`config.mk`:
```
export PLATFORM = sky130hd
export DESIGN_NAME = seg_scan_ctrl
export DESIGN_NICKNAME = d
export VERILOG_FILES = /design/src/rtl/seg_pkg.sv /design/src/rtl/seg_hex_decode.sv /design/src/rtl/seg_scan_ctrl.sv
export SDC_FILE = /design/constraint.sdc
export NUM_CORES = 1
export LEC_CHECK = 0
export ABC_CLOCK_PERIOD_IN_PS = 2200
export CAP_MARGIN = 5
export CORE_ASPECT_RATIO = 0.5
export CORE_MARGIN = 10
export CORE_UTILIZATION = 49
export CTS_BUF_LIST = sky130_fd_sc_hd__clkbuf_8 sky130_fd_sc_hd__clkbuf_16
export CTS_CLUSTER_SIZE = 28
export DETAILED_ROUTE_END_ITERATION = 16
export GPL_TIMING_DRIVEN = 0
export PLACE_DENSITY_LB_ADDON = 0.1
export SETUP_SLACK_MARGIN = 0.3
export SLEW_MARGIN = 20
export SYNTH_ARGS = -nofsm -noshare
export SYNTH_HDL_FRONTEND = slang
export SYNTH_SLANG_ARGS = --single-unit
```
`constraint.sdc`:
```
create_clock -name clk -period 2.2 [get_ports clk]
set_input_delay 0.55 -clock clk [delete_from_list [all_inputs] [get_ports clk]]
set_output_delay 0.55 -clock clk [all_outputs]
set_load 0.005 [all_outputs]
```
`src/rtl/seg_pkg.sv`:
```
// Shared constants for the seven-segment scan controller: segment bit
// positions, the hex glyph set and the dark pattern.
package seg_pkg;

  localparam int SEG_A  = 7;
  localparam int SEG_B  = 6;
  localparam int SEG_C  = 5;
  localparam int SEG_D  = 4;
  localparam int SEG_E  = 3;
  localparam int SEG_F  = 2;
  localparam int SEG_G  = 1;
  localparam int SEG_DP = 0;

  localparam logic [7:0] BLANK   = 8'h00;

  localparam logic [7:0] GLYPH_0 = 8'hFC;
  localparam logic [7:0] GLYPH_1 = 8'h60;
  localparam logic [7:0] GLYPH_2 = 8'hDA;
  localparam logic [7:0] GLYPH_3 = 8'hF2;
  localparam logic [7:0] GLYPH_4 = 8'h66;
  localparam logic [7:0] GLYPH_5 = 8'hB6;
  localparam logic [7:0] GLYPH_6 = 8'hBE;
  localparam logic [7:0] GLYPH_7 = 8'hE0;
  localparam logic [7:0] GLYPH_8 = 8'hFE;
  localparam logic [7:0] GLYPH_9 = 8'hF6;
  localparam logic [7:0] GLYPH_A = 8'hEE;
  localparam logic [7:0] GLYPH_B = 8'h3E;
  localparam logic [7:0] GLYPH_C = 8'h9C;
  localparam logic [7:0] GLYPH_D = 8'h7A;
  localparam logic [7:0] GLYPH_E = 8'h9E;
  localparam logic [7:0] GLYPH_F = 8'h8E;

endpackage

```
`src/rtl/seg_hex_decode.sv`:
```
// Hex nibble to active-high segment byte (a..g in bits 7..1, dp in bit 0).
module seg_hex_decode
  import seg_pkg::*;
(
  input  logic [3:0] nibble,
  input  logic       dp,
  output logic [7:0] seg
);

  logic [7:0] glyph;

  always_comb begin
    // NOTE: every always_comb output gets a value on every path (here via the
    // default arm), otherwise synthesis infers a latch.
    case (nibble)
      4'h0:    glyph = GLYPH_0;
      4'h1:    glyph = GLYPH_1;
      4'h2:    glyph = GLYPH_2;
      4'h3:    glyph = GLYPH_3;
      4'h4:    glyph = GLYPH_4;
      4'h5:    glyph = GLYPH_5;
      4'h6:    glyph = GLYPH_6;
      4'h7:    glyph = GLYPH_7;
      4'h8:    glyph = GLYPH_8;
      4'h9:    glyph = GLYPH_9;
      4'hA:    glyph = GLYPH_A;
      4'hB:    glyph = GLYPH_B;
      4'hC:    glyph = GLYPH_C;
      4'hD:    glyph = GLYPH_D;
      4'hE:    glyph = GLYPH_E;
      default: glyph = GLYPH_F;
    endcase
  end

  always_comb begin
    seg         = glyph;
    seg[SEG_DP] = glyph[SEG_DP] | dp;
  end

endmodule

```
`src/rtl/seg_scan_ctrl.sv`:
```
// Multiplexed seven-segment scan controller: one digit per slot, two segment
// banks, PWM brightness and frame-synchronous display data updates.
module seg_scan_ctrl
  import seg_pkg::*;
#(
  parameter int NUM_DIGITS = 8,
  parameter int SCAN_DIV   = 25000,
  parameter int PWM_BITS   = 4
) (
  input  logic                      clk,
  input  logic                      rst,
  input  logic                      en,
  input  logic                      load,
  input  logic [4*NUM_DIGITS-1:0]   digits_in,
  input  logic [NUM_DIGITS-1:0]     dp_in,
  input  logic [NUM_DIGITS-1:0]     blank_in,
  input  logic [PWM_BITS-1:0]       brightness,
  output logic [7:0]                seg_74,
  output logic [7:0]                seg_30,
  output logic [NUM_DIGITS-1:0]     tub_sel,
  output logic                      frame_done
);

  if (NUM_DIGITS < 2 || NUM_DIGITS > 16 || (NUM_DIGITS % 2) != 0) begin : g_bad_num_digits
    $error("seg_scan_ctrl: NUM_DIGITS must be an even value in 2..16");
  end
  if (SCAN_DIV < 2) begin : g_bad_scan_div
    $error("seg_scan_ctrl: SCAN_DIV must be at least 2");
  end

  localparam int IDX_W = $clog2(NUM_DIGITS);
  localparam int DIV_W = $clog2(SCAN_DIV);

  localparam logic [DIV_W-1:0]    DIV_LAST = DIV_W'(SCAN_DIV - 1);
  localparam logic [IDX_W-1:0]    IDX_LAST = IDX_W'(NUM_DIGITS - 1);
  localparam logic [IDX_W-1:0]    IDX_HALF = IDX_W'(NUM_DIGITS / 2);
  localparam logic [IDX_W-1:0]    IDX_ONE  = IDX_W'(1);
  localparam logic [DIV_W-1:0]    DIV_ONE  = DIV_W'(1);
  localparam logic [PWM_BITS-1:0] PWM_ONE  = PWM_BITS'(1);

  logic [DIV_W-1:0]        div_cnt;
  logic [IDX_W-1:0]        idx;
  logic [PWM_BITS-1:0]     pwm_cnt;
  logic                    tick;
  logic                    wrap_tick;

  logic [4*NUM_DIGITS-1:0] disp_digits, pend_digits;
  logic [NUM_DIGITS-1:0]   disp_dp, disp_blank, pend_dp, pend_blank;
  logic                    pend_valid;

  logic [3:0]              cur_nibble;
  logic                    cur_dp, cur_blank, lit, upper_bank;
  logic [7:0]              glyph, seg_next;
  logic [NUM_DIGITS-1:0]   onehot;

  assign tick      = en && (div_cnt == DIV_LAST);
  assign wrap_tick = tick && (idx == IDX_LAST);

  always_ff @(posedge clk) begin
    // NOTE: sequential state uses non-blocking assignments so every register
    // samples pre-edge values regardless of statement order.
    if (rst) begin
      div_cnt <= '0;
      idx     <= '0;
      pwm_cnt <= '0;
    end else if (en) begin
      pwm_cnt <= pwm_cnt + PWM_ONE;
      if (tick) begin
        div_cnt <= '0;
        idx     <= wrap_tick ? '0 : idx + IDX_ONE;
      end else begin
        div_cnt <= div_cnt + DIV_ONE;
      end
    end
  end

  // Display registers only ever change at the frame wrap, so a frame is never torn.
  always_ff @(posedge clk) begin
    if (rst) begin
      pend_valid  <= 1'b0;
      disp_digits <= '0;
      disp_dp     <= '0;
      disp_blank  <= '1;
    end else if (load && wrap_tick) begin
      pend_valid  <= 1'b0;
      disp_digits <= digits_in;
      disp_dp     <= dp_in;
      disp_blank  <= blank_in;
    end else if (load) begin
      pend_valid  <= 1'b1;
    end else if (wrap_tick && pend_valid) begin
      pend_valid  <= 1'b0;
      disp_digits <= pend_digits;
      disp_dp     <= pend_dp;
      disp_blank  <= pend_blank;
    end
  end

  // NOTE: pending data needs no reset; it is only consumed while pend_valid,
  // which is reset, so leaving it out saves reset routing on a wide bank.
  always_ff @(posedge clk) begin
    if (load) begin
      pend_digits <= digits_in;
      pend_dp     <= dp_in;
      pend_blank  <= blank_in;
    end
  end

  assign cur_nibble = disp_digits[{idx, 2'b00} +: 4];
  assign cur_dp     = disp_dp[idx];
  assign cur_blank  = disp_blank[idx];
  assign lit        = (&brightness) || (pwm_cnt < brightness);
  assign upper_bank = (idx >= IDX_HALF);
  assign onehot     = NUM_DIGITS'(1) << idx;

  seg_hex_decode u_decode (
    .nibble (cur_nibble),
    .dp     (cur_dp),
    .seg    (glyph)
  );

  assign seg_next = (lit && !cur_blank) ? glyph : BLANK;

  always_ff @(posedge clk) begin
    if (rst) begin
      tub_sel    <= '0;
      seg_74     <= BLANK;
      seg_30     <= BLANK;
      frame_done <= 1'b0;
    end else begin
      frame_done <= wrap_tick;
      if (en) begin
        tub_sel <= onehot;
        seg_74  <= upper_bank ? seg_next : BLANK;
        seg_30  <= upper_bank ? BLANK : seg_next;
      end else begin
        tub_sel <= '0;
        seg_74  <= BLANK;
        seg_30  <= BLANK;
      end
    end
  end

endmodule

```
**Yosys cells after proc, flatten, opt, wreduce, memory -nomap -nowiden**

Memories as Yosys holds them, arrays and structs flattened.
Index checks and enable logic that the tools add are counted.

- Add/subtract/negate cells: 3
- Multipliers: 0
- Divide/modulo/power cells: 0
- Order comparisons: 3
- Eq/ne operators: 3
- Shift-type cells: 2
- Mux-type cells: 18
- Bitwise operators: 3
- Reduce and logical (&&, ||, !) cells: 16

Operators by type and width:

| kind | count |
|---|---|
| 32-bit two-way mux | 3 |
| 8-bit two-way mux | 7 |
| 32-bit by 6-bit indexed part select with 4-bit output | 1 |
| 15-bit by 1-bit adder with 15-bit output, second input constant | 1 |
| 15-bit equality test, second input constant | 1 |
| 15-bit two-way mux | 1 |
| 1-bit by 3-bit << shifter with 8-bit output, first input constant | 1 |
| 1-bit binary-select mux with 3-bit select | 2 |
| 3-bit OR reduction | 2 |
| 1-bit logical AND | 5 |
| 4-bit by 1-bit adder with 4-bit output, second input constant | 1 |
| 3-bit by 4-bit less-than comparator with 1-bit output, second input constant | 1 |
| 4-bit less-than comparator | 1 |
| 1-bit two-way mux | 4 |
| 2-bit AND reduction | 2 |
| 4-bit AND reduction | 1 |
| 2-bit nonzero test | 2 |
| 2-bit OR reduction | 2 |
| 3-bit by 1-bit adder with 3-bit output, second input constant | 1 |
| 3-bit equality test, second input constant | 1 |
| 3-bit >= comparator, second input constant | 1 |
| 3-bit two-way mux | 1 |
| 2-bit by 1-bit != test with 1-bit output, second input constant | 1 |
| 1-bit NOT | 2 |
| 3 further kinds | 3 |

- Flip-flop bits (word level): 144
- Latch bits: 0
- RAM bits: 0
- Memory bits (read-only): 112
- Input port bits: 56
- Output and inout bits: 25
- Word-level logic and storage cells: 63
- Memories: 1

Memory list:

| name | depth | width | rd ports | clocked after memory_dff | wr ports | line | RTL |
|---|---|---|---|---|---|---|---|
| (name not given) | 16 | 7 | 1 | 0 | 0 | seg_hex_decode.sv:15 | `case (nibble)` |

**Depth between registers and ports, before layout**

Gate-level depths: netlist (run 1).

- Word-level depth: 7
- Depth in mapped cells: 11
- Depth with buffers taken out: 9

**Modules after synthesis**

A second synthesis (run 1) with hierarchy kept.

- Cell total of the unflattened synthesis: 473
- Area, all modules: 6118.4 µm²

Modules (own cells, without submodules):

| module | times used | cells each | area an instance (µm²) | seq. area each (µm²) |
|---|---|---|---|---|
| seg_scan_ctrl | 1 | 439 | 5821.8 | 3363.2 |
| seg_hex_decode | 1 | 34 | 296.5 | 0.0 |

**Worst setup path before layout (run 1)**

Ideal clock, no wire load.

- Path kind: register to register
- From: register idx[0]
- To: register seg_30[5]
- Setup time: 0.132 ns
- Arrival: 2.142 ns
- Required time: 2.068 ns
- Slack: -0.073 ns
- Stages on the path, launching flop included: 10
- Buffers on the path: 2
- Clock period less this slack: 2.273 ns
- Path through: dfxtp_1 > buf_6 > buf_12 > mux4_2 > mux2i_4 > inv_2 > ha_1 > or3_1 > o21ai_1 > nor2_1

- Longest elaborated chain between the ends: 5
- Elaborated cells between the ends (all ways): 9
- Those cells by class: order compare: 1; shift: 1; mux: 3; reduce/logical: 3; memory: 1

Ends and longest elaborated chain:

| what | line | RTL |
|---|---|---|
| start, declared | seg_scan_ctrl.sv:42 | `logic [IDX_W-1:0] idx;` |
| start signal, assigned | seg_scan_ctrl.sv:70 | `idx <= wrap_tick ? '0 : idx + IDX_ONE;` |
| branches (longest 5 deep; another with memory 16 x 7 bit) | n/a |  |
| end signal, assigned | seg_scan_ctrl.sv:135 | `seg_30 <= upper_bank ? BLANK : seg_next;` |
| end, declared | seg_scan_ctrl.sv:19 | `output logic [7:0] seg_30,` |

Parallel ways; which one is timed is not known. The select of a mux whose other input is x is not followed.
A chain may end at the register's enable or synchronous reset.

**Worst setup path in the final report (run 1)**

- From: register idx[0]
- To: register seg_30[7]

Same word-level chain as after synthesis.

==> results.cfg, run 1 <==
[yosys]
postSynthCellCount = 508
syn-num-nets = 581
yosysWarningCount = 0
syn-mean-instance-area_sq_um = 11.4
synthTopCellsByArea = sky130_fd_sc_hd__dfxtp_1 33%, sky130_fd_sc_hd__edfxtp_1 25%, sky130_fd_sc_hd__a22oi_1 5.2%
synth_area_leader_cell = sky130_fd_sc_hd__dfxtp_1
yosys_register_bits = 144
synth.distinct_cells = 45
syn-cell-area_sq_um = 5770
yosysTopAreaCellShare_pct = 33.3
synth.yosys.seq_area_share_pct = 58.3

[worst_setup_path]
kind_of_end_point_of_the_critical_path = flip-flop
worst-r2r-setup-slack_ps = -20
worst_ep_arrival_time_ps = 2530
category_of_the_worst_setup_path_launch_point = flip-flop
endpoint = seg_30[7]$_SDFF_PP0_
critPathKind = reg -> reg
worst_r2r_path_depth = 9
timing.critical_path.fanout_max = 5
reg2reg_to = seg_30[7]$_SDFF_PP0_
launching_point_of_the_worst_reg2reg_path = idx[0]$_SDFFE_PP0P_
critPathRequiredTime_ps = 2510
worstSetupStartpoint = idx[0]$_SDFFE_PP0P_

[sta]
max_freq_ghz = 0.450
whs_ps = 497
hold_viol = 0
slew_violations = 0
max_slew.worst_pin.slew_ps = 775
skew_ps = 9.31
final_min_period_over_clock_period_pct = 101
finalWorstPathRequiredPeriod_ps = 2220
max-slew-margin-rel_pct = 48.3
grt_setup_unrepaired = true
finalSetupViolations = 4
setup_ws_ps = -20.4

[power_and_ir_drop]
irDropWorstVdd_v = 0.000490
power_per_cell_area_nw_per_um2 = 726
total_leakage_power_uw = 0.00312
finalPower_uw = 6260

[drt]
drt.antenna.violating_nets = 0
drt-vias-per-instance = 5.62
vias = 4536
route.final.wire_length_mm = 16.0
detail_route.iter0.violations = 283
first_drt_pass_iteration_count = 5
drc = 0
routed_wire_length_per_instance_microns = 19.9

[clock_tree]
cts.sink_count = 144
cts-htree-levels = 4
cts_tree = done
clk_path_buf_depth = 2
insertion_delay_ps = 430
clk_transition_reported_paths_ps = 60
holdBufCountCts = 0
root_buffer = sky130_fd_sc_hd__clkbuf_16
cts_inserted_buffers = 17

[placement]
buffer_ports.inserted = 79
dpl.cell_count = 746
gpl.final_weighted_congestion = 0.821
place_area_sq_um = 6770
dpl.hpwl_mm = 8.98
place_worst_setup_slack_ps = -825

[global_routing]
grt_first_pass_wirelength_mm = 23.0
grt_overflow = 0
grt_start_max_net_pins = 52
first_global_vias = 4352
overall_global_routing_resource_usage_pct = 16.8
antenna_found_initial = 0

[die]
initial_utilization_pct = 51.3
core_region_area_sq_um = 11200
placement_rows = 27
ios = 81
dieWidth_microns = 173
floorplan.die.height_microns = 96.7
total_die_area_sq_um = 16800

[flow_run]
maxCapViolations = 0

[min_path]
hold_path_class = reg -> reg

[cells_and_area]
antenna_cells = 0
final_cell_area_sq_um = 8620
design.final.nets = 708
syn2layout_area_growth_pct = 49.5
layout.cells.most_common = sky130_fd_sc_hd__dfxtp_1
drive_gt1_share_pct = 35.8
leading_cell_types_in_the_layout_fill_and_taps_excluded = 88 x sky130_fd_sc_hd__dfxtp_1, 77 x sky130_fd_sc_hd__clkdlybuf4s50_1, 48 x sky130_fd_sc_hd__edfxtp_1
instances_no_fill = 807

[outcome]
violated_checks = negative setup slack
status = complete, but fails checks
[cell usage after synthesis]
master                     count
sky130_fd_sc_hd__o21ai_0       2
sky130_fd_sc_hd__and2_1        8
sky130_fd_sc_hd__mux2i_4       3
sky130_fd_sc_hd__a31oi_1       1
sky130_fd_sc_hd__o21ai_1      14
sky130_fd_sc_hd__and3b_1       1
sky130_fd_sc_hd__edfxtp_1     48
sky130_fd_sc_hd__xor2_1       11
sky130_fd_sc_hd__inv_1         9
sky130_fd_sc_hd__nor3b_1       3
sky130_fd_sc_hd__nand3_1       5
sky130_fd_sc_hd__and3_1        4
sky130_fd_sc_hd__nor2b_1       3
sky130_fd_sc_hd__nand2b_1      6
sky130_fd_sc_hd__and4b_1       1
sky130_fd_sc_hd__nand2_2       1
sky130_fd_sc_hd__nand2_1      52
sky130_fd_sc_hd__mux4_1        7
sky130_fd_sc_hd__mux2i_1       5
sky130_fd_sc_hd__a22oi_1      40
sky130_fd_sc_hd__nand4_1       5
sky130_fd_sc_hd__dfxtp_1      96
sky130_fd_sc_hd__a211oi_1      1
sky130_fd_sc_hd__a21o_1        2
sky130_fd_sc_hd__buf_12        1
sky130_fd_sc_hd__nand3b_1      1
sky130_fd_sc_hd__nor4b_1       1
sky130_fd_sc_hd__nor3_1        4
sky130_fd_sc_hd__or3_1         1
sky130_fd_sc_hd__o21a_1        1
sky130_fd_sc_hd__buf_1         2
sky130_fd_sc_hd__o22ai_1      11
sky130_fd_sc_hd__inv_2         1
sky130_fd_sc_hd__clkbuf_1     16
sky130_fd_sc_hd__nor2_1       43
sky130_fd_sc_hd__buf_6         2
sky130_fd_sc_hd__or2_2         1
sky130_fd_sc_hd__clkinv_1      1
sky130_fd_sc_hd__mux4_2        5
sky130_fd_sc_hd__o32ai_1       1
sky130_fd_sc_hd__nor4b_2       2
sky130_fd_sc_hd__a21oi_1      55
sky130_fd_sc_hd__xnor2_1       5
sky130_fd_sc_hd__buf_2         9
sky130_fd_sc_hd__ha_1         17
[metal layers]
layer | global-route usage (%) | wire length, microns
met2 | 25.7 | 7650
met5 | 0 | 0
met4 | 5.75 | 352
met3 | 4.64 | 995
met1 | 22.4 | 7040
[logic make-up after synthesis]
family	Yosys count	synth area share [%]
AO/OA/AOI/OAI	128	13.3
XOR/XNOR	16	2.43
adder cells (fa/ha/maj)	17	3.69
buffers and inverters	41	3.41
flip-flops	144	58.3
multiplexers	20	7.18
AND/OR/NAND/NOR	142	11.6
[critical path, cell delays in order, from the launching register on]
cell	delay, ps
sky130_fd_sc_hd__dfxtp_4	360
sky130_fd_sc_hd__buf_8	120
sky130_fd_sc_hd__buf_12	120
sky130_fd_sc_hd__mux4_2	540
sky130_fd_sc_hd__mux2i_4	210
sky130_fd_sc_hd__buf_6	140
sky130_fd_sc_hd__ha_1	170
sky130_fd_sc_hd__o22ai_1	100
sky130_fd_sc_hd__a31oi_1	260
sky130_fd_sc_hd__nor2_1	70
[where the power goes]
part	total (uW)	switching [uW]	internal [uW]
Sequential	2880	44.2	2830
Combinational	249	123	125
Clock	3130	1200	1930
[area by class of cell]
type	count	area (sq um)
flip-flops and latches	144	3380
fillers	694	2630
inverters	11	43.8
well taps	159	199
clock buffers	18	439
repair buffers	108	1140
multi-input cells	323	2910
plain buffers	30	319
clock inverters	14	189
[per-stage QoR]
step | utilization (%) | setup TNS [ps]
after floorplan | - | 0
after global placement | 60.2 | -190060
final | 76.6 | -29.6
after global routing | 76.6 | -1170
after detailed placement | 60.2 | -42340
after CTS | 68.9 | -10.5
[repair_timing]
item / 4_1_cts / 5_1_grt
pin swaps: 5 / 96
resized for setup: 71 / 170
setup buffers: 17 / 6
cloned: 0 / 6
setup endpoints to repair: 74 / 64
[flip-flops by register name, summed over array words and instances, names as in the netlist]
name,count
disp_digits,32
pend_digits,32
div_cnt,15
disp_blank,8
disp_dp,8
pend_blank,8
pend_dp,8
seg_30,8
seg_74,8
tub_sel,8
pwm_cnt,4
idx,3
frame_done,1
pend_valid,1
[worst min path at each step]
stage               depth (start not counted)                    endpoint  slack, ps                       start
global route                                2  disp_blank[3]$_SDFFE_PP1P_        530  disp_blank[3]$_SDFFE_PP1P_
finish                                      2  disp_blank[6]$_SDFFE_PP1P_        500  disp_blank[6]$_SDFFE_PP1P_
global placement                            2  disp_blank[6]$_SDFFE_PP1P_        450  disp_blank[6]$_SDFFE_PP1P_
CTS                                         2  disp_blank[7]$_SDFFE_PP1P_        470  disp_blank[7]$_SDFFE_PP1P_
detailed placement                          2  disp_blank[0]$_SDFFE_PP1P_        460  disp_blank[0]$_SDFFE_PP1P_
floorplan                                   2  disp_blank[5]$_SDFFE_PP1P_        430  disp_blank[5]$_SDFFE_PP1P_
Note: power is estimated with default switching activity, not from simulation.
==> inputs of run 2 (changes only) <==
--- a/config.mk
+++ b/config.mk
@@ -6,7 +6,7 @@
 export NUM_CORES = 1
 export LEC_CHECK = 0
 export ABC_CLOCK_PERIOD_IN_PS = 2200
-export CAP_MARGIN = 5
+export CAP_MARGIN = 10
 export CORE_ASPECT_RATIO = 0.5
 export CORE_MARGIN = 10
 export CORE_UTILIZATION = 49
@@ -14,6 +14,7 @@
 export CTS_CLUSTER_SIZE = 28
 export DETAILED_ROUTE_END_ITERATION = 16
 export GPL_TIMING_DRIVEN = 0
+export HOLD_SLACK_MARGIN = 0.06
 export PLACE_DENSITY_LB_ADDON = 0.1
 export SETUP_SLACK_MARGIN = 0.3
 export SLEW_MARGIN = 20
==> results of run 2 <==
No change in the layout: final DEF, timing and power equal those of run 1.
==> inputs of run 3 (changes only) <==
--- a/config.mk
+++ b/config.mk
@@ -5,12 +5,13 @@
 export SDC_FILE = /design/constraint.sdc
 export NUM_CORES = 1
 export LEC_CHECK = 0
-export ABC_CLOCK_PERIOD_IN_PS = 2200
+export ABC_CLOCK_PERIOD_IN_PS = 2000
 export CAP_MARGIN = 10
 export CORE_ASPECT_RATIO = 0.5
 export CORE_MARGIN = 10
 export CORE_UTILIZATION = 49
 export CTS_BUF_LIST = sky130_fd_sc_hd__clkbuf_8 sky130_fd_sc_hd__clkbuf_16
+export CTS_CLUSTER_DIAMETER = 150
 export CTS_CLUSTER_SIZE = 28
 export DETAILED_ROUTE_END_ITERATION = 16
 export GPL_TIMING_DRIVEN = 0
==> constraint.sdc (replaced) <==
create_clock -name clk -period 2 [get_ports clk]
set_input_delay 0.5 -clock clk [delete_from_list [all_inputs] [get_ports clk]]
set_output_delay 0.5 -clock clk [all_outputs]
set_load 0.005 [all_outputs]
==> results.cfg, run 3 (synthesized netlist as in run 1, its figures left out) <==
[worst_setup_path]
worst_ep_arrival_time_ps = 2600
category_of_the_worst_setup_path_launch_point = flip-flop
path_delay_family = multiplexers
critPathMaxStageDelay_ps = 540
critPathRequiredTime_ps = 2300
critPathSlowestCell = sky130_fd_sc_hd__mux4_2
timing.critical_path.buf_inv = 3
kind_of_end_point_of_the_critical_path = flip-flop
critPathKind = reg -> reg
timing.critical_path.fanout_max = 5
crit_chain = buf_8, buf_12, mux4_2, mux2i_4, inv_2, ha_2, or3_1, o21ai_2, nor2_1

[cells_and_area]
finalCoreUtilization_pct = 78.0
antenna_cells = 0
multiInputGateArea_sq_um = 2790
seqCellArea_sq_um = 3380
largest_registers = disp_digits x32, pend_digits x32, div_cnt x15
layout.cells.most_common = sky130_fd_sc_hd__dfxtp_1
leading_cell_types_in_the_layout_fill_and_taps_excluded = 87 x sky130_fd_sc_hd__dfxtp_1, 51 x sky130_fd_sc_hd__nand2_1, 51 x sky130_fd_sc_hd__clkdlybuf4s50_1
design.final.nets = 730
final.fill_count = 666
instances_no_fill = 829
drive_gt1_share_pct = 34.5
syn2layout_area_growth_pct = 52.2

[drt]
drt.antenna.violating_nets = 0
detail_route.iter0.violations = 442
routed_wire_length_per_instance_microns = 20.9
route.final.wire_length_mm = 17.3
drc = 0
first_drt_pass_iteration_count = 5
vias = 4652
drt-vias-per-instance = 5.61

[global_routing]
overall_global_routing_resource_usage_pct = 18.6
antenna_found_initial = 0
grt_start_max_net_pins = 52
grt_overflow = 0
grt_first_pass_wirelength_mm = 25.1
first_global_vias = 4677

[clock_tree]
root_buffer = sky130_fd_sc_hd__clkbuf_16
cts_inserted_buffers = 17
insertion_delay_ps = 420
cts.sink_count = 144
clk_transition_reported_paths_ps = 60
clk_path_buf_depth = 2
holdBufCountCts = 0
cts-htree-levels = 4
cts_tree = done

[die]
ios = 81
floorplan.die.height_microns = 96.7
dieWidth_microns = 173
core_region_area_sq_um = 11200
total_die_area_sq_um = 16800
placement_rows = 27
initial_utilization_pct = 51.3

[flow_run]
maxCapViolations = 0

[placement]
dpl.hpwl_mm = 9.24
gpl.final_weighted_congestion = 0.797
place_worst_setup_slack_ps = -951
buffer_ports.inserted = 79
dpl.cell_count = 746

[sta]
max-slew-margin-rel_pct = 47.9
final_min_period_over_clock_period_pct = 115
hold_viol = 0
slew_violations = 0
finalWorstPathRequiredPeriod_ps = 2310
max_slew.worst_pin.slew_ps = 782
grt_setup_unrepaired = true
skew_ps = 9.47
finalSetupViolations = 33
setup_ws_ps = -307
max_freq_ghz = 0.433

[power_and_ir_drop]
power_per_cell_area_nw_per_um2 = 768
total_leakage_power_uw = 0.00325
irDropWorstVdd_v = 0.000542

[outcome]
violated_checks = negative setup slack
status = complete, but fails checks

[min_path]
hold_path_class = reg -> reg
## run 3: stage by stage
step	hold WS [ps]	TNS [ps]	power [uW]	instance area, sq um
finish	485	-4260	6740	8770
floorplan	430	-824	3270	5790
global placement	446	-214880	3440	6780
detailed placement	460	-53840	3440	6780
CTS	486	-2740	6700	8390
global route	517	-7320	6900	8770
## run 3: cell type report
class,count,share of cell area [%]
sequential,144,38.6
inverter,11,0.513
tap,159,2.27
timing repair buffer,130,15.5
buffer,30,4.51
multi-input combinational,323,31.8
clock buffer,17,4.85
clock inverter,15,2.04
## run 3: path summary, 6_finish.rpt
kind,start,end,slack (ps),cells after the start
setup / recovery,idx[0]$_SDFFE_PP0P_,seg_30[5]$_SDFF_PP0_,-310,9
hold / removal,div_cnt[1]$_SDFFE_PP0P_,div_cnt[1]$_SDFFE_PP0P_,480,2
setup reg to reg,idx[0]$_SDFFE_PP0P_,seg_30[5]$_SDFF_PP0_,-310,9
hold reg to reg,div_cnt[1]$_SDFFE_PP0P_,div_cnt[1]$_SDFFE_PP0P_,480,2
## run 3: repair_timing
item	4_1_cts	5_1_grt
endpoints found under the setup margin	105	78
pin swaps	55	31
setup buffers	28	14
resized for setup	185	53
gates cloned	7	2
## run 3: per-layer routing
metal  vias to the layer above  global-route usage, %  wire, microns
met3                        24                   6.58           1170
li1                       2138                      -              -
met5                         -                      0              0
met2                       179                   29.6           8430
met1                      2311                   23.4           7530
met4                         0                   5.29            172
## run 3: worst register-to-register path: stages, from the launching register on
cell and delay [ps]:
sky130_fd_sc_hd__dfxtp_4 360, sky130_fd_sc_hd__buf_8 110, sky130_fd_sc_hd__buf_12 120, sky130_fd_sc_hd__mux4_2 550, sky130_fd_sc_hd__mux2i_4 280, sky130_fd_sc_hd__inv_2 110, sky130_fd_sc_hd__ha_2 190, sky130_fd_sc_hd__or3_1 320
sky130_fd_sc_hd__o21ai_2 80, sky130_fd_sc_hd__nor2_1 60
## run 3: power by group
group | total (uW) | internal, uW | switching, uW
sequential | 3160 | 3120 | 47.7
combinational | 265 | 140 | 126
clock | 3310 | 2060 | 1250
==> patch 1, RTL diff (settings of run 3) <==
Set the parameter `SCAN_DIV` to 50000 (it was 25000).
--- a/src/rtl/seg_scan_ctrl.sv
+++ b/src/rtl/seg_scan_ctrl.sv
@@ -4,7 +4,7 @@
   import seg_pkg::*;
 #(
   parameter int NUM_DIGITS = 8,
-  parameter int SCAN_DIV   = 25000,
+  parameter int SCAN_DIV   = 50000,
   parameter int PWM_BITS   = 4
 ) (
   input  logic                      clk,
Behaviour: same outputs for any inputs over 10 cycles, from zero or initial values and one cycle with rst high; that may be too few to reach the edited logic, so the function may still have changed.
==> patch 1 against run 3 <==
The flow still finishes with violations (negative setup slack); cell area up 6.4%; sequential share of layout area down 2.2 points; first-iteration DRC count down 30%; routed wire length down 5.5%; total power up 5.5%; clock skew up 0.0014 ns; sequential cell count up 1; worst setup slack better by 0.034 ns; synthesized cell count up 7.1%; synthesized area up 7.3%; largest cell class unchanged.
==> patch 1: results (changes against run 3) <==
stage	metric	value	unit	change
outcome	status	finished with violations		unchanged
outcome	failed_checks	negative setup slack		unchanged
yosys	ys_top_cells_by_count	dfxtp_1, nor2_1, nand2_1		was dfxtp_1, a21oi_1, nand2_1
routing	vias_per_cell	5.31		was 5.61
routing	wl	16300	um	was 17,300 um
yosys	synthTopCellsByArea	dfxtp_1, edfxtp_1, o31ai_2		was dfxtp_1, edfxtp_1, a22oi_1
critical_path	crit_arrival	2.63	ns	was 2.60 ns
placed_design	place_hpwl	9490	um	was 9240 um
yosys	synthArstFlopShare	0	%	unchanged
yosys	synth_edf_count	48		unchanged
clocking	cts_setup_buffers	29		was 28
timing	fin_worst_skew	0.0109	ns	was 0.00947 ns
routing	dr_wl_met3	780	um	was 1170 um
critical_path	start_kind	flop		unchanged
placed_design	finalWeightedCongestion	0.849		was 0.797
routing	wirelength_met1	7220	um	was 7530 um
timing	worst_slack	-0.273	ns	was -0.307 ns
critical_path	cp_slowest_cell	mux4_2		unchanged
clocking	worstSkewPairLatency	0.42	ns	about the same
final_layout	n_antenna_cell	0		unchanged
global_routing	grt_max_degree	55		was 52
placed_design	place_ws	-0.654	ns	was -0.951 ns
power_and_ir_drop	irDropWorstVdd	471	uV	was 542 uV
global_routing	antenna_found_initial	0		unchanged
final_layout	final_nets	765		was 730
worst_hold_path	hold_class	flop to flop		unchanged
final_layout	drive_above_1_share	38.0	%	was 34.5%
clocking	post_cts_resized	164		was 185
global_routing	grt.total_usage	17.7	%	was 18.6%
clocking	clkTransAtPathRegs	0.06	ns	about the same
critical_path	cpPeakStageDelay	0.54	ns	about the same
final_layout	fillers	767		was 666
routing	detail_route.first_pass.iterations	6		was 5
timing	slew_headroom	61.1	%	was 47.9%
yosys	yosys_warnings	0		unchanged
clocking	htreeDepth	4		unchanged
yosys	synth.net_count	617		was 581
routing	num_vias	4622		was 4,652
clocking	cts_root_buf	clkbuf_16		unchanged
clocking	cts_buffer_depth	2		unchanged
global_routing	grt_pass1_wl	24900	um	was 25,100 um
timing	setup_viol	69		was 33
routing	top_layer_used	met4		unchanged
power_and_ir_drop	p_leak	3.61	nW	was 3.25 nW
placed_design	portBuffers	78		was 79
timing	tns	-6.34	ns	was -4.26 ns
final_layout	top_regs	disp_digits: 32 flops, pend_digits: 32 flops, div_cnt: 16 flops		was disp_digits: 32 flops, pend_digits: 32 flops, div_cnt: 15 flops
routing	dr_wl_met2	8180	um	was 8430 um
yosys	yosysSeqAreaShare	54.7	%	was 58.3%
yosys	avgSynthCellArea	11.4	um2	about the same
clocking	cts_buffers	17		unchanged
global_routing	grt_pass1_vias	4735		was 4,677
yosys	yosysUniqueCellTypes	45		unchanged
placed_design	dpl.cell_count	787		was 746
placed_design	place_area	7310	um2	was 6780 um2
routing	drt_iter0_markers	309		was 442
critical_path	crit_path_max_fanout	6		was 5
## patch 1: metal layers
metal / GRT usage, % / vias to the layer above
met5: 0 / -
met4: 6.06 / 0
met3: 4.08 / 14
met2: 29.1 / 114
met1: 22.6 / 2268
li1: - / 2226
## patch 1: critical path: cells and delay by family, from the launching register on
kind	cells	cell delay [ns]
AO/OA/AOI/OAI	2	0.32
AND/OR/NAND/NOR	2	0.15
multiplexers	2	0.78
flip-flops	1	0.36
adder cells (fa/ha/maj)	1	0.18
buffers and inverters	4	0.40
## patch 1: worst paths after layout
check,from,endpoint,slack [ns],cells past startpoint
max,idx[0],seg_30[2],-0.27,11
min,disp_digits[25],disp_digits[25],0.45,2
max reg2reg,idx[0],seg_30[2],-0.27,11
min reg2reg,disp_digits[25],disp_digits[25],0.45,2
## patch 1: area by class of cell
cell class / instances / area [um2] / area share [%]
Multi-Input combinational cell: 359 / 3280 / 35.1
Timing Repair Buffer: 129 / 1410 / 15.1
Clock inverter: 15 / 216 / 2.32
Inverter: 10 / 40.0 / 0.429
Buffer: 30 / 364 / 3.90
Clock buffer: 17 / 425 / 4.56
Sequential cell: 145 / 3400 / 36.4
Tap cell: 165 / 206 / 2.21
## patch 1: kinds of logic (layout without fill, tap and decap cells)
group	after synthesis	count (layout)	synth area share [%]
and+or+nand+nor	226	226	17.8
DFF	145	145	54.7
AOI/OAI and AO/OA	77	77	12.5
buffers and inverters	40	201	3.20
muxes	23	23	6.15
adders and majority gates	17	17	3.44
xor gates and xnor gates	16	16	2.26
## patch 1: report_power, final
| part | switching, mW | internal [mW] |
|---|---|---|
| combinational | 0.212 | 0.221 |
| sequential | 0.0528 | 3.14 |
| clock | 1.27 | 2.21 |
| total | 1.54 | 5.57 |
==> patch 2, RTL diff (flow settings as in run 3) <==
Made on the original files. Put one more register stage on the output `seg_74`, without a reset. The value now appears one clock later. The other outputs are not delayed to match.
--- a/src/rtl/seg_scan_ctrl.sv
+++ b/src/rtl/seg_scan_ctrl.sv
@@ -20,6 +20,8 @@
   output logic [NUM_DIGITS-1:0]     tub_sel,
   output logic                      frame_done
 );
+
+  logic [7:0] seg_74_s0;
 
   if (NUM_DIGITS < 2 || NUM_DIGITS > 16 || (NUM_DIGITS % 2) != 0) begin : g_bad_num_digits
     $error("seg_scan_ctrl: NUM_DIGITS must be an even value in 2..16");
@@ -124,22 +126,26 @@
   always_ff @(posedge clk) begin
     if (rst) begin
       tub_sel    <= '0;
-      seg_74     <= BLANK;
+      seg_74_s0  <= BLANK;
       seg_30     <= BLANK;
       frame_done <= 1'b0;
     end else begin
       frame_done <= wrap_tick;
       if (en) begin
         tub_sel <= onehot;
-        seg_74  <= upper_bank ? seg_next : BLANK;
+        seg_74_s0 <= upper_bank ? seg_next : BLANK;
         seg_30  <= upper_bank ? BLANK : seg_next;
       end else begin
         tub_sel <= '0;
-        seg_74  <= BLANK;
+        seg_74_s0 <= BLANK;
         seg_30  <= BLANK;
       end
     end
   end
 
+  always_ff @(posedge clk) begin
+    seg_74 <= seg_74_s0;
+  end
+
 endmodule
 
Formal check against the unedited RTL: same outputs for any inputs over 10 cycles, from zero or initial values and one cycle with rst high; that may be too few to reach the edited logic, so the function may still have changed.
==> patch 2 against run 3 <==
The run still ends with negative setup slack left; critical path depth unchanged; sequential cell count rose by 8; combinational power up 6%; synthesized area increased by 6.6%; via count down 1.4%; routed wire length is 11% lower; worst setup slack improved by 0.035 ns; worst hold slack got worse by 0.16 ns; cell area rose by 1.3%; sequential share of layout area increased by 1.2 points; clock skew barely moved; total power up 1.8%; largest cell class unchanged; highest routed layer unchanged.
==> patch 2: results (changes against run 3) <==
stage	metric	value	unit	change
final_layout	n_antenna_cell	0		unchanged
routing	drtAntennaViolNets	0		unchanged
final_layout	drive_above_1_share	37.0	%	was 34.5%
power_and_ir_drop	irDropWorstVdd	607	uV	was 542 uV
clocking	worstSkewPairLatency	0.42	ns	about the same
placed_design	place_ws	-0.951	ns	about the same
placed_design	place_hpwl	9810	um	was 9240 um
routing	drt_iter0_markers	269		was 442
clocking	cts_root_buf	clkbuf_16		unchanged
yosys	yosys_warnings	0		unchanged
critical_path	crit_arrival	2.59	ns	was 2.60 ns
clocking	cts_buffers	17		unchanged
critical_path	cp_slowest_cell	mux4_2		unchanged
power_and_ir_drop	p_leak	3.22	nW	was 3.25 nW
outcome	status	finished with violations		unchanged
timing	worst_slack	-0.273	ns	was -0.307 ns
yosys	synth.net_count	589		was 581
clocking	htreeDepth	4		unchanged
routing	detail_route.first_pass.iterations	4		was 5
global_routing	grt_max_degree	32		was 52
outcome	failed_checks	negative setup slack		unchanged
yosys	yosysSeqAreaShare	57.3	%	was 58.3%
die	die_area	17700	um2	was 16,800 um2
final_layout	fillers	777		was 666
timing	setup_viol	78		was 33
final_layout	final_nets	730		unchanged
clocking	cts_buffer_depth	2		unchanged
final_layout	top_regs	disp_digits: 32 flops, pend_digits: 32 flops, div_cnt: 15 flops		unchanged
critical_path	cp_top_family	multiplexers		unchanged
yosys	synthTopCellsByArea	dfxtp_1, edfxtp_1, o221ai_1		was dfxtp_1, edfxtp_1, a22oi_1
placed_design	finalWeightedCongestion	0.814		was 0.797
yosys	synth_edf_count	48		unchanged
global_routing	grt_pass1_vias	4547		was 4,677
yosys	synthArstFlopShare	0	%	unchanged
worst_hold_path	hold_class	flop to flop		unchanged
clocking	clkTransAtPathRegs	0.06	ns	about the same
timing	slew_headroom	47.0	%	was 47.9%
yosys	ys_top_cells_by_count	dfxtp_1, nand2_1, edfxtp_1		was dfxtp_1, a21oi_1, nand2_1
critical_path	cpPeakStageDelay	0.56	ns	was 0.54 ns
timing	whs	0.326	ns	was 0.485 ns
routing	wl_per_cell	18.5	um	was 20.9 um
global_routing	grt_pass1_wl	24300	um	was 25,100 um
global_routing	grt.total_usage	17.2	%	was 18.6%
timing	fin_worst_skew	0.00967	ns	was 0.00947 ns
yosys	yosysUniqueCellTypes	46		was 45
critical_path	crit_path_max_fanout	5		unchanged
placed_design	portBuffers	79		unchanged
global_routing	antenna_found_initial	0		unchanged
critical_path	end_kind	flop		unchanged
routing	num_vias	4587		was 4,652
[patch 2: cell count changes after synthesis, moves of 12 or more]
cell,run 3,this run
a22oi_1,40,0
a21oi_1,55,39
o221ai_2,0,12
o21ai_1,14,0
o221ai_1,0,36
[patch 2: worst reg2reg max path: stages (launching register included)]
cell     delay (ns)
dfxtp_2        0.34
buf_8          0.12
buf_12         0.11
mux4_2         0.56
mux2i_4        0.26
inv_2          0.12
ha_4           0.19
mux2i_1        0.14
nor2_1         0.09
nor4b_1        0.24
[patch 2: final timing paths]
path                                   start         to  cells past startpoint
worst max-delay path                  idx[0]  seg_30[2]                      9
worst min-delay path            seg_74_s0[6]  seg_74[6]                      0
worst max register to register        idx[0]  seg_30[2]                      9
worst min register to register  seg_74_s0[6]  seg_74[6]                      0
[patch 2: cell type report]
cell class                      instances  area share (%)
Tap cell                              165            2.32
Clock buffer                           19            5.35
Timing Repair Buffer                  122            14.2
Multi-Input combinational cell        317            32.4
Buffer                                 36            4.10
Sequential cell                       152            39.8
Inverter                               11           0.465
Clock inverter                         13            1.44
[patch 2: layer usage]
metal	GRT usage (%)	vias up	share of wire, %
li1	-	2202	-
met3	4.04	14	5.3
met4	5.18	0	0.86
met1	23.2	2252	45
met5	0	-	0
met2	27.0	119	48
[patch 2: repair_timing]
action                                  in CTS  in global routing
cloned                                       6                  2
gates resized for setup                    132                 29
pin swaps                                   36                 15
setup buffers                               23                 11
hold buffers                                 0                  0
endpoints found under the setup margin     112                 92
[patch 2: cell families after synthesis]
group / Yosys count / share of synthesized area [%]
AOI/OAI and AO/OA: 110 / 14.1
xor gates and xnor gates: 17 / 2.42
adders and majority gates: 17 / 3.46
buffers and inverters: 47 / 4.03
DFF: 152 / 57.3
muxes: 28 / 7.21
and+or+nand+nor: 145 / 11.4
[patch 2: stage by stage]
step / util [%] / cell area [um2] / setup TNS (ns) / cells
finish: 73.7 / 8890 / -12.71 / 835
global route: 73.7 / 8890 / -19.50 / 835
CTS: 71.7 / 8640 / -10.48 / 822
detailed placement: 60.8 / 7330 / -45.23 / 761
global placement: 60.7 / 7320 / -150.73 / 760
floorplan: - / 6320 / -1.23 / 516
[patch 2: power by group]
part | internal [mW] | switching (mW)
clock | 1.90 | 1.35
sequential | 3.28 | 0.0454
combinational | 0.135 | 0.147
total | 5.31 | 1.55
